File: config.mk
export PLATFORM = sky130hd
export DESIGN_NAME = booth
export DESIGN_NICKNAME = d
export VERILOG_FILES = /design/src/rtl/booth.sv
export SDC_FILE = /design/constraint.sdc
export NUM_CORES = 1
export LEC_CHECK = 0
export CORE_MARGIN = 4
export CORE_UTILIZATION = 30
export DETAILED_ROUTE_END_ITERATION = 10
export SYNTH_ARGS = -nofsm -noshare
export SYNTH_HDL_FRONTEND = slang
export SYNTH_SLANG_ARGS = --single-unit
File: constraint.sdc
create_clock -name clk -period 2.3 [get_ports clk]
set_input_delay 0.345 -clock clk [delete_from_list [all_inputs] [get_ports clk]]
set_output_delay 0.345 -clock clk [all_outputs]
set_load 0.02 [all_outputs]
File: src/rtl/booth.sv
// Radix-2 Booth multiplier for 4-bit signed operands producing an 8-bit signed product.
// Performs one Booth iteration per clock while start is high; start low reloads the operands.
module booth (
    input  logic       clk,
    input  logic       reset,
    input  logic [3:0] input1,
    input  logic [3:0] input2,
    input  logic       start,
    output logic [7:0] result,
    output logic [2:0] count
);

    logic [4:0] a;
    logic [3:0] q;
    logic       q1;
    logic [4:0] m;
    logic [2:0] cnt;

    logic [4:0] sum;
    logic [4:0] a_next;
    logic [3:0] q_next;
    logic       q1_next;

    // The accumulator is one bit wider than the operands so that subtracting M = -8 stays exact.
    always_comb begin
        sum = a;
        case ({q[0], q1})
            2'b01:   sum = a + m;
            2'b10:   sum = a - m;
            default: sum = a;
        endcase
        a_next  = {sum[4], sum[4:1]};
        q_next  = {sum[0], q[3:1]};
        q1_next = q[0];
    end

    always_ff @(posedge clk) begin
        if (reset) begin
            a   <= 5'd0;
            q   <= 4'd0;
            q1  <= 1'b0;
            m   <= 5'd0;
            cnt <= 3'd0;
        end else if (!start) begin
            a   <= 5'd0;
            q   <= input2;
            q1  <= 1'b0;
            m   <= {input1[3], input1};
            cnt <= 3'd0;
        end else if (cnt < 3'd4) begin
            a   <= a_next;
            q   <= q_next;
            q1  <= q1_next;
            cnt <= cnt + 3'd1;
        end
    end

    assign result = {a[3:0], q};
    assign count  = cnt;

endmodule

==> results.txt <==
----------------------------------------------------
[Placed design]
  Count of input and output buffers ... 21
  Placed wire-length estimate ... 1470 um
  Routability Congestion ... 0.7645
  Instance area after placement ... 1175 um^2

[Cells and area]
  Post-layout util ... 0.4525
  Number of diodes ... 0
  Net total in the final layout ... 149
  Fraction of final layout cells sized beyond drive strength 1 ... 0.2326
  Layout overhead on the synthesized area ... 40.72%
  Post-route design area ... 1280 um^2

[Floorplan]
  Total die area ... 3977 um^2
  Number of placed I/O pins ... 22
  Chip Height ... 63.07 um
  Core Rows ... 19
  Overall die width ... 63.07 um
  CORE AREA ... 2829 um^2
  Initial cell density of the core ... 0.3215

[Worst setup path]
  Kind of end point of the critical path ... register
  Max stage delay cell, worst path ... sky130_fd_sc_hd__or3_4
  Element type at the critical path start ... register
  Bufs and invs on worst path ... 2
  Crit Path Class ... reg2reg
  Maximum cell stage delay along the critical path ... 380 ps
  Cell-by-cell listing of the critical path ... inv_2 > ha_4 > mux2_4 > inv_2 > ha_4 > nor2b_4 > o21a_1 > o21a_1 > or3_4 > a221oi_2
  Largest fanout of any net on the critical path ... 2
  Dominant delay contributor by cell family on the critical path ... compound AO/OA/AOI/OAI gates
  Data required, critical path ... 2510 ps
  Data arrival time of the critical path ... 2520 ps

[Drt]
  Routed len/inst ... 12.06 um
  Detailed-route DRC error count ... 0
  Via count ... 776
  Via density per instance ... 4.850
  Iteration-0 DRC Markers ... 12
  Routed wire length ... 1929 um
  Remaining antenna violation count ... 0
  Pre-antenna DRT Iters ... 4

[GRT]
  Aggregate global routing overflow ... 0
  Aggregate global-route resource usage ... 0.1009
  Wire length of the first global-routing pass ... 3229 um
  Via count of the first global-routing pass ... 757
  Number of antenna violations at the first check in global routing ... 0
  Maximum number of pins on one net before global-route repair ... 17

[Power]
  Internal power consumption ... 0.5185 mW
  Clk network pwr share ... 0.256
  Combinational Power Share ... 0.322
  Post-layout total power ... 0.7331 mW
  Leakage power ... 0.4958 nW
  Switching Fraction ... 0.2928
  Share of total power in sequential cells ... 0.422
  Switching power ... 0.2147 mW
  PD cells ... 572.8 nW/um^2
  IR drop worst, VDD ... 0.0003045 V

[CTS]
  Clock edge transition at the registers on the reported setup and hold paths ... 100 ps
  Max H-tree Level ... 1
  Root buf cell ... sky130_fd_sc_hd__clkbuf_4
  Clock tree from TritonCTS ... done
  Sinks on Clock Net ... 16
  Bufs on Longest Clock Path ... 2
  Clk_lat worst skew ... 290 ps
  Clock buffer count from CTS ... 3
  Hold Buf Count CTS ... 0

[Synthesis]
  Sequential fraction of the synthesis area ... 0.3521
  Cell area after technology mapping ... 909.6 um^2
  Proportion of netlist area held by the largest area contributor ... 0.3521
  Synth unique cells ... 27
  Post-Syn Area per Cell ... 8.746 um^2
  Cell taking the most area after synthesis ... sky130_fd_sc_hd__dfxtp_1
  Fraction of synthesis flops using an asynchronous set or reset pin ... 0
  Most common flop cell mapped by yosys ... sky130_fd_sc_hd__dfxtp_1
  Syn Inst Count ... 104
  Yosys warning count ... 0
  Flops & latches, synth ... 16
  Cell types with the largest area share after synthesis ... sky130_fd_sc_hd__dfxtp_1, sky130_fd_sc_hd__mux2i_1, sky130_fd_sc_hd__ha_1, sky130_fd_sc_hd__nor2_1, sky130_fd_sc_hd__a211oi_1
  Syn Nets ... 123
  Count leader, synth ... sky130_fd_sc_hd__nor2_1
  EDFF count, synth ... 0
  Top post-synthesis cells by count ... sky130_fd_sc_hd__nor2_1, sky130_fd_sc_hd__dfxtp_1, sky130_fd_sc_hd__mux2i_1

[Outcome]
  Failing checks ... negative setup slack
  Status ... finished with violations

[Timing]
  Clk_skew ... 2.258 ps
  Measured slew at the worst slew-check pin ... 392.4 ps
  Shortest clock period the worst path allows after layout ... 2316 ps
  Number of hold violations in the final report ... 0
  Unrepaired setup endpoints after global routing ... true
  Crit share post-route ... 1.007
  Remaining max-slew budget at the tightest pin ... 0.7384
  Maximum clock rate ... 0.4318 GHz
  Setup slack of the critical path after layout ... -15.91 ps
  Total count of max-transition violations in the final report ... 0
  Final setup violation count ... 1

[Worst hold path]
  Classification of the worst-slack hold path ... reg2reg

[Run]
  Max-cap violations ... 0

----------------------------------------------------
[area by class of cell]
cell class,instances,area [um^2]
Tap cell,31,38.79
Multi-Input combinational cell,74,594.3
Clock buffer,4,36.28
Inverter,8,30.03
Sequential cell,16,325.3
Timing Repair Buffer,27,255.2
Fill cell,278,1549
[sequential cells by signal (all words and copies together), names as in the netlist]
| signal | cells |
|---|---|
| q1 | 1 |
| q | 4 |
| count | 3 |
| m | 4 |
| a | 4 |
[kinds of logic (layout without fill, tap and decap cells)]
| logic type | count (synthesis) | after routing | share of synthesized area |
|---|---|---|---|
| and+or+nand+nor | 34 | 34 | 0.1706 |
| AOI/OAI and AO/OA | 17 | 17 | 0.1389 |
| DFF | 16 | 16 | 0.3521 |
| buffers and inverters | 14 | 39 | 0.06052 |
| muxes | 10 | 10 | 0.1114 |
| adders and majority gates | 8 | 8 | 0.1183 |
| xor gates and xnor gates | 5 | 5 | 0.04815 |
[metal layers]
metal	routed length [um]	track usage
met1	889	0.1176
met2	894	0.1660
met3	145	0.04796
met4	0	0.02479
met5	0	0
[final timing paths]
kind,from,endpoint,slack [ps],depth (start not counted)
worst max register to register,m[1],a[2],-20,10
worst max-delay path,m[1],a[2],-20,10
worst min register to register,q1,q1,510,2
worst min-delay path,q1,q1,510,2
[worst register-to-register path: stages (launching register included)]
cell and delay, ps:
sky130_fd_sc_hd__dfxtp_2 340, sky130_fd_sc_hd__inv_2 40, sky130_fd_sc_hd__ha_4 220, sky130_fd_sc_hd__mux2_4 280
sky130_fd_sc_hd__inv_2 70, sky130_fd_sc_hd__ha_4 190, sky130_fd_sc_hd__nor2b_4 120, sky130_fd_sc_hd__o21a_1 200
sky130_fd_sc_hd__o21a_1 180, sky130_fd_sc_hd__or3_4 380, sky130_fd_sc_hd__a221oi_2 220
[through the flow]
stage | setup TNS, ps | cells | worst slack (ps) | hold WS [ps]
CTS | -0.1346 | 159 | -0.1346 | 518.3
global route | -206.5 | 160 | -111.0 | 544.0
finish | -15.91 | 160 | -15.91 | 505.9
global placement | 0 | 155 | 17.02 | 479.3
detailed placement | -27.98 | 155 | -27.98 | 494.3
floorplan | 0 | 104 | 6.231 | 463.7
[power by group through the flow]
stage                     Combinational [mW]  Sequential (mW)  Clock (mW)
final                                  0.236            0.309       0.188
after global routing                   0.259            0.313       0.206
after CTS                              0.215            0.309       0.195
after detailed placement               0.207            0.314           0
after global placement                 0.201            0.314           0
after floorplan                        0.124            0.325           0
[layout by cell type (no fill, tap or decap), drive strengths merged]
cell type / Yosys / final
nor2: 23 / 23
clkdlybuf4s50: 0 / 21
dfxtp: 16 / 16
mux2i: 9 / 9
inv: 8 / 8
ha: 7 / 7
a211oi: 6 / 6
buf: 3 / 6
a21oi: 4 / 4
clkbuf: 3 / 4
xnor2: 3 / 3
nor2b: 3 / 3
nor3: 2 / 2
nand2b: 2 / 2
nand2: 2 / 2
o21a: 2 / 2
xor2: 2 / 2
mux2: 1 / 1
or2: 1 / 1
o21ai: 1 / 1
a31o: 1 / 1
or3: 1 / 1
a221oi: 1 / 1
a211o: 1 / 1
a311oi: 1 / 1
fa: 1 / 1
[timing repair]
action	in CTS	in global routing
gates resized for setup	5	10
setup buffers	0	1
pin swaps	0	6
setup endpoints to repair	2	2
(Power assumes the default switching activity.)
